**src/rtl/sensor_seq_pkg.sv**
```systemverilog
// rtl/sensor_seq_pkg.sv - shared types and constants for the sensor sequencer
// State codes, sensor count, distance width and the timeout sample value.
package sensor_seq_pkg;

  localparam int NUM_SENSORS = 3;
  localparam int DIST_W      = 12;
  localparam logic [DIST_W-1:0] TIMEOUT_SAMPLE = 12'hFFF;

  typedef enum logic [3:0] {
    S_IDLE    = 4'd0,
    S_DISPARA = 4'd1,
    S_ESPERA  = 4'd2,
    S_GUARDA  = 4'd3,
    S_CALCULA = 4'd4,
    S_FIM     = 4'd5
  } estado_t;

endpackage

```
**src/rtl/mediana3.sv**
```systemverilog
// rtl/mediana3.sv - combinational min/max/median of three unsigned readings
module mediana3
  import sensor_seq_pkg::*;
(
  input  logic [DIST_W-1:0] a,
  input  logic [DIST_W-1:0] b,
  input  logic [DIST_W-1:0] c,
  output logic [DIST_W-1:0] min,
  output logic [DIST_W-1:0] max,
  output logic [DIST_W-1:0] med
);

  logic [DIST_W-1:0] lo_ab;
  logic [DIST_W-1:0] hi_ab;

  assign lo_ab = (a < b) ? a : b;
  assign hi_ab = (a < b) ? b : a;

  assign min = (c < lo_ab) ? c : lo_ab;
  assign max = (c > hi_ab) ? c : hi_ab;
  // Median is c clamped into [lo_ab, hi_ab]; duplicates fall out naturally.
  assign med = (c < lo_ab) ? lo_ab : ((c > hi_ab) ? hi_ab : c);

endmodule

```
**src/rtl/sequenciador_sensores.sv**
```systemverilog
// rtl/sequenciador_sensores.sv - round-robin scheduler for three ultrasonic sensors (optional SEQ_TIMEOUT_EN)
// Fires sensors 0..2 with a guard gap, then reports the median and a discard flag.
module sequenciador_sensores
  import sensor_seq_pkg::*;
#(
  parameter int unsigned       GUARD_CYCLES   = 3_000_000,
  parameter int unsigned       TIMEOUT_CYCLES = 1_500_000,
  parameter logic [DIST_W-1:0] MAX_SPREAD     = 12'd50
) (
  input  logic              clock,
  input  logic              reset,
  input  logic              mensurar,
  output logic              medir,
  output logic [1:0]        sel,
  input  logic              fim_unidade,
  input  logic [DIST_W-1:0] medida,
  output logic [DIST_W-1:0] distancia,
  output logic              descartar_medida,
  output logic              timeout,
  output logic              fim_medida,
  output logic              ocupado,
  output logic [3:0]        db_estado,
  output logic [3:0]        db_sensor
);

  localparam int GW = $clog2(GUARD_CYCLES + 1);

  estado_t           state;
  logic [GW-1:0]     guard_cnt;
  logic [DIST_W-1:0] amostra [0:NUM_SENSORS-1];
  logic [DIST_W-1:0] s_min, s_max, s_med;
  logic              sample_done;
  logic [DIST_W-1:0] sample_val;
  logic              timeout_flag;

  mediana3 u_mediana3 (
    .a   (amostra[0]),
    .b   (amostra[1]),
    .c   (amostra[2]),
    .min (s_min),
    .max (s_max),
    .med (s_med)
  );

`ifdef SEQ_TIMEOUT_EN
  localparam int TW = $clog2(TIMEOUT_CYCLES + 1);
  logic [TW-1:0] wait_cnt;
  logic          wait_expired;
  logic          timeout_q;

  assign wait_expired = (wait_cnt == TW'(TIMEOUT_CYCLES - 1));
  // A real result arriving on the expiry cycle takes priority over the filler.
  assign sample_done  = fim_unidade | wait_expired;
  assign sample_val   = fim_unidade ? medida : TIMEOUT_SAMPLE;
  assign timeout      = timeout_q;

  always_ff @(posedge clock or negedge reset) begin
    if (!reset) begin
      wait_cnt     <= '0;
      timeout_flag <= 1'b0;
      timeout_q    <= 1'b0;
    end else begin
      if (state == S_DISPARA) wait_cnt <= '0;
      else if (state == S_ESPERA) wait_cnt <= wait_cnt + 1'b1;
      if (state == S_IDLE && mensurar) timeout_flag <= 1'b0;
      else if (state == S_ESPERA && wait_expired && !fim_unidade) timeout_flag <= 1'b1;
      if (state == S_CALCULA) timeout_q <= timeout_flag;
    end
  end
`else
  assign sample_done  = fim_unidade;
  assign sample_val   = medida;
  assign timeout_flag = 1'b0;
  assign timeout      = 1'b0;
`endif

  always_ff @(posedge clock or negedge reset) begin
    if (!reset) begin
      state            <= S_IDLE;
      sel              <= 2'd0;
      guard_cnt        <= '0;
      amostra          <= '{default: '0};
      distancia        <= '0;
      descartar_medida <= 1'b0;
    end else begin
      case (state)
        S_IDLE: begin
          if (mensurar) begin
            state <= S_DISPARA;
            sel   <= 2'd0;
          end
        end
        S_DISPARA: state <= S_ESPERA;
        S_ESPERA: begin
          if (sample_done) begin
            amostra[sel] <= sample_val;
            if (sel == 2'(NUM_SENSORS - 1)) begin
              state <= S_CALCULA;
            end else begin
              guard_cnt <= '0;
              state     <= S_GUARDA;
            end
          end
        end
        S_GUARDA: begin
          if (guard_cnt == GW'(GUARD_CYCLES - 1)) begin
            sel   <= sel + 2'd1;
            state <= S_DISPARA;
          end else begin
            guard_cnt <= guard_cnt + 1'b1;
          end
        end
        S_CALCULA: begin
          distancia        <= s_med;
          descartar_medida <= ((s_max - s_min) > MAX_SPREAD) | timeout_flag;
          state            <= S_FIM;
        end
        S_FIM:   state <= S_IDLE;
        default: state <= S_IDLE;
      endcase
    end
  end

  assign medir      = (state == S_DISPARA);
  assign fim_medida = (state == S_FIM);
  assign ocupado    = (state != S_IDLE);
  assign db_estado  = state;
  assign db_sensor  = {2'b00, sel};

endmodule

```
**config.mk**
```make
export PLATFORM = sky130hd
export DESIGN_NAME = sequenciador_sensores
export DESIGN_NICKNAME = d
export VERILOG_FILES = /design/src/rtl/sensor_seq_pkg.sv /design/src/rtl/mediana3.sv /design/src/rtl/sequenciador_sensores.sv
export SDC_FILE = /design/constraint.sdc
export NUM_CORES = 1
export LEC_CHECK = 0
export ABC_AREA = 1
export BUFFER_PORTS_ARGS = -buffer_cell sky130_fd_sc_hd__buf_2
export CORE_MARGIN = 4
export CORE_UTILIZATION = 45
export CTS_CLUSTER_SIZE = 25
export DETAILED_ROUTE_END_ITERATION = 10
export PLACE_DENSITY = 0.62
export SLEW_MARGIN = 20
export SYNTH_ARGS = -nofsm -noshare
export SYNTH_HDL_FRONTEND = slang
export SYNTH_SLANG_ARGS = --single-unit
```
**constraint.sdc**
```tcl
create_clock -name clock -period 6.05 [get_ports clock]
set_input_delay 1.21 -clock clock [delete_from_list [all_inputs] [get_ports clock]]
set_output_delay 1.21 -clock clock [all_outputs]
set_load 0.01 [all_outputs]
```
==> results of run 1 <==
[worst max-delay path: cells and delay by family (launching register included)]
kind                     cells  cell delay, ns
AND/OR/NAND/NOR             16            1.81
adder cells (fa/ha/maj)      4            1.36
AO/OA/AOI/OAI                6            1.30
flip-flops                   1            0.36
buffers and inverters        3            0.23
XOR/XNOR                     1            0.16
[state kept, by name, indices dropped and copies added (netlist names)]
name and count:
amostra 36, db_estado 3, descartar_medida 1, distancia 12
guard_cnt 22, sel 2
[cells in the final DEF (no fill, tap or decap), types with 5 or more instances in the layout]
master,instances
nand4_1,12
o22ai_1,6
nor2_2,6
nand2_1,204
o21ai_0,72
clkbuf_16,9
nor3_1,21
nand2_2,5
o21a_1,9
a21oi_1,40
nand3_1,23
o211ai_1,5
ha_1,49
dfrtp_1,76
xnor2_1,7
o31ai_1,7
inv_1,97
buf_2,37
buf_4,5
nor2_1,42
o21ai_1,6
xor2_1,14
o211ai_2,18
[final cells by class]
class,instances,share of cell area (%)
tap,172,3.37
timing repair buffer,42,3.48
multi-input combinational,575,52.5
clock inverter,4,1.15
clock buffer,11,3.80
sequential,76,29.8
inverter,101,5.97
[logic make-up after synthesis]
| kind of cell | count (synthesis) | synth area share, % |
|---|---|---|
| simple gates | 329 | 24.4 |
| compound gates | 171 | 18.7 |
| buf+inv | 132 | 10.2 |
| flops | 76 | 32.6 |
| fa+ha+maj | 50 | 10.9 |
| xor+xnor | 21 | 3.15 |
| other cells | 1 | 0.0643 |
[metrics by stage]
stage	util, %	setup slack (ns)
final	50.4	0.719
after global routing	50.4	0.00123
after CTS	50.4	0.618
after detailed placement	47.9	0.646
after global placement	47.9	0.732
after floorplan	-	1.26
[routing by layer]
| metal | global-route usage (%) | vias to the layer above |
|---|---|---|
| met2 | 30.3 | 126 |
| met4 | 4.41 | 0 |
| met1 | 29.2 | 2368 |
| met5 | 0 | - |
| li1 | - | 2628 |
| met3 | 5.25 | 17 |
[worst min path at each step]
stage / startpoint / end / slack, ns / depth (start not counted)
detailed placement: distancia[0] / distancia[0] / 0.46 / 2
CTS: distancia[0] / distancia[0] / 0.48 / 2
global placement: distancia[0] / distancia[0] / 0.46 / 2
floorplan: amostra[14] / amostra[14] / 0.45 / 2
global route: distancia[1] / distancia[1] / 0.49 / 2
finish: distancia[0] / distancia[0] / 0.47 / 2
[timing repair]
action | CTS | global route
setup endpoints to repair | 0 | 1
buffers inserted | 0 | 0
resized for setup | 0 | 1
==> impl_metrics.csv, run 1 <==
group,metric,value,unit
timing,rsz0062_at_grt,"false",
timing,final_hold_viol_count,0,
finish,design_area,6390,um^2
routing,dr_total_vias,5139,
yosys,synthCells,780,
global_routing,grtUsageTotal,20.1,%
yosys,yosysWarningCount,0,
finish,nets,871,
finish,register_area,1900,um^2
placement,dp_cells,966,
yosys,synth_most_common_cell,"nand2_1",
clocking,cts_buffer_depth,2,
run,maxCapViolations,0,
finish,final_cell_count_no_fill,981,
floorplanning,num_rows,41,
yosys,post_synth_num_cell_types,42,
yosys,ys_top_cells_by_count,"nand2_1, inv_1, dfrtp_1",
timing,final.setup_skew,0.0108,ns
placement,hpwlAfterDp,10700,um
global_routing,grt_pass1_vias,4916,
critical_path,rr_startpoint,"amostra[23]",
timing,worst_slew_margin_rel,35.0,%
critical_path,crit_fanout,32,
routing,drt-total-wl,14100,um
timing,worst_pin_slew,0.974,ns
clocking,numClockSinks,76,
critical_path,crit_path_top_delay_cell,"fa_1",
hold_path,hp-class,"flop to flop",
routing,drt_pass1_iterations,5,
routing,wl_met2,6140,um
timing,min_period_over_period,88.1,%
routing,drt-wirelength-per-cell,14.3,um
global_routing,grt.overflow.total,0,
timing,period_minus_slack,5.33,ns
clocking,cts_inserted_buffers,9,
floorplanning,die-area,14800,um^2
routing,top_layer,"met4",
finish,layout-drive-gt1-share,12.5,%
finish,multi_input_comb_area,3350,um^2
clocking,cts.htree.levels,3,
yosys,synth_edf_count,0,
clocking,hold_buffers,0,
critical_path,cp-endpoint,"descartar_medida",
clocking,cts_tree,"done",
clocking,clk_pin_slew,0.06,ns
global_routing,grt_max_degree,77,
yosys,yosysTopAreaCellShare,32.6,%
floorplanning,fp.dieH,122,um
routing,drc_errors,0,
finish,num_antenna_cells,0,
critical_path,setup.worst_path.start,"amostra[23]",
critical_path,crit_arrival,5.57,ns
status,status,"completed",
clocking,cts_root_buf,"clkbuf_16",
yosys,seq_area_frac_synth,32.6,%
timing,fmax,188,MHz
placement,place.gp.congestion,0.947,
yosys,synthTopCellsByArea,"dfrtp_1, nand2_1, ha_1, inv_1, o21ai_0",
critical_path,slowest_delay,0.44,ns
yosys,synth_flop_cell,"dfrtp_1",
floorplanning,initial_core_util,46.0,%
timing,maxSlewViolCount,0,
global_routing,antenna_found_initial,0,
clocking,insertion_delay,0.34,ns
timing,setup_violations,0,
placement,placed_area,6070,um^2
yosys,async_reset_ff_share,100,%
floorplanning,pin_count,43,
finish,nFillCells,1259,
placement,buffer_ports.inserted,38,
routing,via_per_inst,5.24,
critical_path,setup.worst_path.start_class,"flop",
yosys,syn_area,5830,um^2
routing,wl_met1,7030,um
finish,syn_to_final_growth,9.59,%
critical_path,r2r-end,"descartar_medida",
timing,hold_slack,0.474,ns
critical_path,path_class,"flop to flop",
critical_path,crit_required,6.29,ns
routing,ant_nets,0,
floorplanning,coreArea,12700,um^2
global_routing,grt_pass1_wl,24000,um
yosys,yosysTopAreaCell,"dfrtp_1",
floorplanning,die_x,122,um
critical_path,reg2reg_depth,30,
routing,route.met3.wl,719,um
yosys,synth-seq-cells,76,
timing,setup_tns,0,ns
critical_path,end_kind,"flop",
yosys,avgSynthCellArea,7.48,um^2
critical_path,rrSetupSlack,0.72,ns
routing,dr.first_iter.drc_count,328,
Power of run 1 is left out: the tool's default activity adds up to more than one toggle a clock period on the data nets, which glitch-free logic cannot reach.
==> inputs of run 2 (changes only) <==
- ABC_AREA: 1 -> default
- PLACE_DENSITY: 0.62 -> 0.63
==> run 2 against run 1 <==
Compared with the run above:
- first-iteration DRC count decreased by 34%
- non-clock buffer count increased by 20
- clock skew decreased by 0.0014 ns
- die area decreased by 6.7%
- via count decreased by 14%
- global-route usage decreased by 1.9 points
- synthesized cell count decreased by 25%
- highest routed layer unchanged
- critical endpoint unchanged
==> impl_metrics.csv, run 2 <==
group,metric,value,unit
critical_path,end_kind,"flop",
routing,drc_errors,0,
yosys,synth-seq-cells,76,
yosys,synth_most_common_cell,"dfrtp_1",
global_routing,top_usage_layer,"met2",
routing,dr_total_vias,4425,
timing,worst_slew_margin_rel,33.0,%
finish,layout-drive-gt1-share,23.9,%
run,maxCapViolations,0,
routing,drt-wirelength-per-cell,15.8,um
critical_path,crit_arrival,5.94,ns
critical_path,crit_top_cell,"mux2i_1",
critical_path,path_class,"flop to flop",
global_routing,use_met2,29.9,%
timing,setup_tns,0,ns
yosys,yosysTopAreaCell,"dfrtp_1",
floorplanning,die-area,13900,um^2
timing,final_hold_viol_count,0,
status,status,"completed",
timing,fmax,175,MHz
clocking,hold_buffers,0,
routing,dr.first_iter.drc_count,218,
global_routing,grt_pass1_vias,4249,
critical_path,slowest_delay,0.51,ns
global_routing,grt_max_degree,77,
finish,syn_to_final_growth,15.6,%
timing,maxSlewViolCount,0,
yosys,yosysTopAreaCellShare,35.1,%
routing,drt_pass1_iterations,4,
timing,setup_ws,0.339,ns
timing,worst_pin_slew,1.00,ns
clocking,cts_root_buf,"clkbuf_16",
timing,final.setup_skew,0.00931,ns
floorplanning,coreArea,11600,um^2
critical_path,setup.worst_path.start_class,"flop",
floorplanning,num_rows,39,
timing,min_period_over_period,94.4,%
timing,period_minus_slack,5.71,ns
finish,num_antenna_cells,0,
clocking,numClockSinks,76,
placement,place_ws,0.0133,ns
yosys,synth_flop_cell,"dfrtp_1",
finish,largest_register_ffs,36,
clocking,cts.htree.levels,3,
placement,buffer_ports.inserted,38,
placement,dp_cells,761,
yosys,ys_top_cells_by_count,"dfrtp_1, nor2_1, a21oi_1",
yosys,synthCells,588,
global_routing,grt.overflow.total,0,
clocking,cts_tree,"done",
yosys,seq_area_frac_synth,35.1,%
clocking,cts_inserted_buffers,9,
floorplanning,fp.dieH,118,um
finish,top_register,"amostra",
floorplanning,initial_core_util,46.6,%
yosys,post_synth_num_cell_types,56,
timing,setup_violations,0,
finish,layout_common_cells,"dfrtp_1, nor2_1, a21oi_1, mux2_2, ha_1",
routing,ant_nets,0,
finish,final_cell_count_no_fill,784,
critical_path,crit_path_top_delay_cell,"or4b_1",
global_routing,grt_pass1_wl,20500,um
floorplanning,pin_count,43,
yosys,syn_area,5420,um^2
critical_path,crit_required,6.28,ns
clocking,cts_buffer_depth,2,
routing,drt-total-wl,12400,um
floorplanning,die_x,118,um
global_routing,grtUsageTotal,18.2,%
yosys,avgSynthCellArea,9.21,um^2
yosys,synthTopCellsByArea,"dfrtp_1, ha_1, mux2_2, a21oi_1, nor2_1",
finish,mostFrequentLayoutCell,"dfrtp_1",
finish,nets,702,
critical_path,crit_fanout,9,
placement,place.gp.congestion,0.860,
placement,hpwlAfterDp,9270,um
yosys,synth_edf_count,0,
yosys,yosysWarningCount,0,
global_routing,gr-usage-met3,3.32,%
hold_path,hp-class,"flop to flop",
global_routing,use_met1,22.8,%
global_routing,antenna_found_initial,0,
finish,design_area,6260,um^2
placement,placed_area,5780,um^2
clocking,insertion_delay,0.34,ns
clocking,clk_pin_slew,0.06,ns
routing,via_per_inst,5.64,
yosys,async_reset_ff_share,100,%
finish,reg_top3,"amostra (36), guard_cnt (22), distancia (12)",
run 2: changes by cell type after synthesis, moves of 18 or more:
| cell | before | now |
|---|---|---|
| nand2_1 | 204 | 37 |
| inv_1 | 97 | 28 |
| mux2_2 | 0 | 49 |
| o21ai_0 | 72 | 35 |
| nor2_1 | 42 | 71 |
| mux2i_1 | 0 | 26 |
| a21oi_1 | 40 | 58 |
| nor3_1 | 21 | 3 |
| o211ai_2 | 18 | 0 |
run 2: timing repair:
| item | in CTS | in global routing |
|---|---|---|
| endpoints found under the setup margin | 0 | 1 |
| resized for setup | 0 | 33 |
| setup buffers | 0 | 7 |
run 2: worst paths after layout:
kind,startpoint,depth (start not counted),endpoint,slack [ns]
worst max register to register,amostra[22],25,descartar_medida,0.34
min in group asynchronous,reset,1,guard_cnt[15],1.02
worst min register to register,descartar_medida,1,descartar_medida,0.50
worst max-delay path,amostra[22],25,descartar_medida,0.34
max in group asynchronous,reset,1,amostra[14],4.37
worst min-delay path,descartar_medida,1,descartar_medida,0.50
run 2: metal layers:
metal	vias to the layer above	wire [um]
met2	65	6000
met5	-	0
met3	22	426
li1	2202	-
met1	2136	5620
met4	0	365
run 2: cell families after synthesis:
group                    synth area share [%]
multiplexers                             15.0
other                                  0.0692
buffers and inverters                    4.83
adder cells (fa/ha/maj)                  11.7
AO/OA/AOI/OAI                            14.6
AND/OR/NAND/NOR                          15.7
flip-flops                               35.1
XOR/XNOR                                 3.07
run 2: final cells by class:
class	instances	area (um^2)
timing repair buffer	62	384
clock inverter	6	71.3
fill	1046	5350
tap	143	179
multi-input combinational	459	3380
clock buffer	10	239
sequential	76	1900
inverter	28	105
run 2: metrics by stage:
stage	utilization, %	hold WS (ns)
after detailed placement	49.8	0.491
final	53.9	0.496
after CTS	52.4	0.506
after global routing	53.9	0.538
after global placement	49.8	0.480
after floorplan	-	0.473
run 2: worst max-delay path: cells and delay by family, from the launching register on:
family	cells	cell delay [ns]
compound gates	9	2.04
simple gates	7	1.28
fa+ha+maj	4	1.05
mux	3	0.65
flops	1	0.36
buf+inv	2	0.21
Power of run 2 is left out for the same reason.
==> inputs of run 3 (changes only) <==
- CORE_MARGIN: 4 -> 3
- PLACE_DENSITY: 0.63 -> 0.65
- clock period: 6.05 -> 5 ns (I/O delays scaled with it)
==> run 3 against run 2 <==
Compared with the run above:
- the flow now finishes with violations (setup timing)
- register-to-register slack lost 0.89 ns
- final cell count increased by 8.8%
- critical path depth rose by 2
- cell area increased by 9.9%
- non-clock buffer count is 69 higher
- count of clock-buffer cells in the layout grew 3
- wire length grew 3.4%
- critical path type unchanged
==> impl_metrics.csv, run 3 (same netlist as run 2, synthesis figures left out) <==
group,metric,value,unit
global_routing,antenna_found_initial,0,
finish,syn_to_final_growth,27.1,%
finish,layout_common_cells,"buf_4, dfrtp_1, nor2_1, a21oi_1, mux2_2",
routing,drt-total-wl,12800,um
timing,worst_pin_slew,1.05,ns
global_routing,grt_max_degree,77,
floorplanning,initial_core_util,46.6,%
status,failed_checks,"setup timing",
critical_path,slowest_delay,0.46,ns
placement,buffer_ports.inserted,38,
timing,fmax,180,MHz
critical_path,crit_path_top_delay_cell,"or4b_1",
hold_path,hp-class,"flop to flop",
finish,mostFrequentLayoutCell,"buf_4",
critical_path,cp_num_buf_inv,6,
clocking,cts_root_buf,"clkbuf_16",
timing,rsz0062_at_grt,"true",
floorplanning,die-area,13400,um^2
critical_path,crit_arrival,5.78,ns
placement,placed_area,6310,um^2
timing,setup_ws,-0.552,ns
floorplanning,pin_count,43,
routing,drc_errors,0,
finish,nFillCells,988,
routing,dr_total_vias,4657,
clocking,cts.htree.levels,3,
clocking,insertion_delay,0.34,ns
finish,largest_register_ffs,36,
routing,ant_nets,0,
clocking,cts_inserted_buffers,9,
timing,min_period_over_period,111,%
clocking,cts_tree,"done",
finish,num_antenna_cells,0,
timing,maxSlewViolCount,0,
clocking,cts_buffer_depth,2,
floorplanning,fp.dieH,116,um
clocking,clk_pin_slew,0.06,ns
clocking,numClockSinks,76,
finish,reg_top3,"amostra (36), guard_cnt (22), distancia (12)",
critical_path,crit_fanout,7,
finish,layout-drive-gt1-share,31.7,%
floorplanning,num_rows,39,
global_routing,grt.overflow.total,0,
finish,nets,771,
status,status,"complete, but fails checks",
timing,final_hold_viol_count,0,
routing,dr.first_iter.drc_count,238,
critical_path,crit_required,5.22,ns
timing,setup_violations,1,
clocking,hold_buffers,0,
routing,drt_pass1_iterations,4,
floorplanning,coreArea,11600,um^2
critical_path,setup.worst_path.start_class,"flop",
placement,hpwlAfterDp,9790,um
critical_path,crit_family,"compound AO/OA/AOI/OAI gates",
global_routing,grtUsageTotal,19.9,%
timing,final.setup_skew,0.00572,ns
floorplanning,die_x,116,um
finish,design_area,6880,um^2
routing,drt-wirelength-per-cell,15.1,um
run,maxCapViolations,0,
routing,via_per_inst,5.46,
critical_path,path_class,"flop to flop",
timing,period_minus_slack,5.55,ns
placement,place.gp.congestion,0.838,
critical_path,end_kind,"flop",
global_routing,grt_pass1_vias,4592,
finish,top_register,"amostra",
global_routing,grt_pass1_wl,21100,um
timing,worst_slew_margin_rel,29.8,%
run 3: what timing repair did:
action	in CTS	in global routing
cloned	0	1
setup endpoints to repair	1	1
pin swaps	4	18
resized for setup	8	21
hold endpoints to repair	0	0
setup buffers	6	3
run 3: worst paths after layout:
check	cells after the start	endpoint	startpoint	slack [ns]
max in group asynchronous	1	amostra[29]	reset	3.58
min in group asynchronous	1	descartar_medida	reset	0.79
setup reg to reg	27	descartar_medida	amostra[20]	-0.55
hold reg to reg	2	distancia[8]	distancia[8]	0.52
hold / removal	2	distancia[8]	distancia[8]	0.52
setup / recovery	27	descartar_medida	amostra[20]	-0.55
run 3: layer usage:
layer / GRT usage, % / wire length [um] / vias to the layer above
met5: 0 / 0 / -
met4: 9.51 / 427 / 0
met3: 4.33 / 396 / 26
met2: 32.8 / 6240 / 64
met1: 25.0 / 5780 / 2217
li1: - / - / 2350
run 3: worst register-to-register path: stages, from the launching register on:
cell and delay (ns):
dfrtp_1 0.34, inv_1 0.05, ha_1 0.28, and4_1 0.21
a221o_1 0.33, a21o_4 0.24, buf_12 0.15, buf_4 0.14
mux2i_2 0.15, ha_1 0.32, nand4_1 0.13, nor2_1 0.12
nand4_1 0.13, a311oi_1 0.28, or2_4 0.20, buf_4 0.14
o21a_1 0.17, inv_1 0.06, ha_1 0.26, nor2b_1 0.15
o21a_1 0.15, o21ai_1 0.10, a21oi_1 0.23, buf_4 0.15
o211a_1 0.13, o21ai_0 0.07, or4b_1 0.46, o32a_1 0.30
run 3: through the flow:
stage	hold WS, ns	TNS [ns]	worst slack, ns	std cells	utilization [%]
finish	0.518	-0.552	-0.552	853	59.2
global route	0.552	-0.855	-0.855	853	59.2
CTS	0.524	-0.569	-0.569	849	58.0
detailed placement	0.511	-0.638	-0.638	827	54.3
global placement	0.479	-0.490	-0.490	827	54.3
floorplan	0.473	-0.602	-0.602	591	-
run 3: final cells by class:
cell class,count,area [um^2],area share [%]
Timing Repair Buffer,131,932,13.5
Inverter,28,105,1.53
Clock buffer,13,270,3.93
Clock inverter,3,67.6,0.982
Sequential cell,76,1900,27.6
Multi-Input combinational cell,459,3420,49.8
Tap cell,143,179,2.60
Power of run 3 is left out for the same reason.
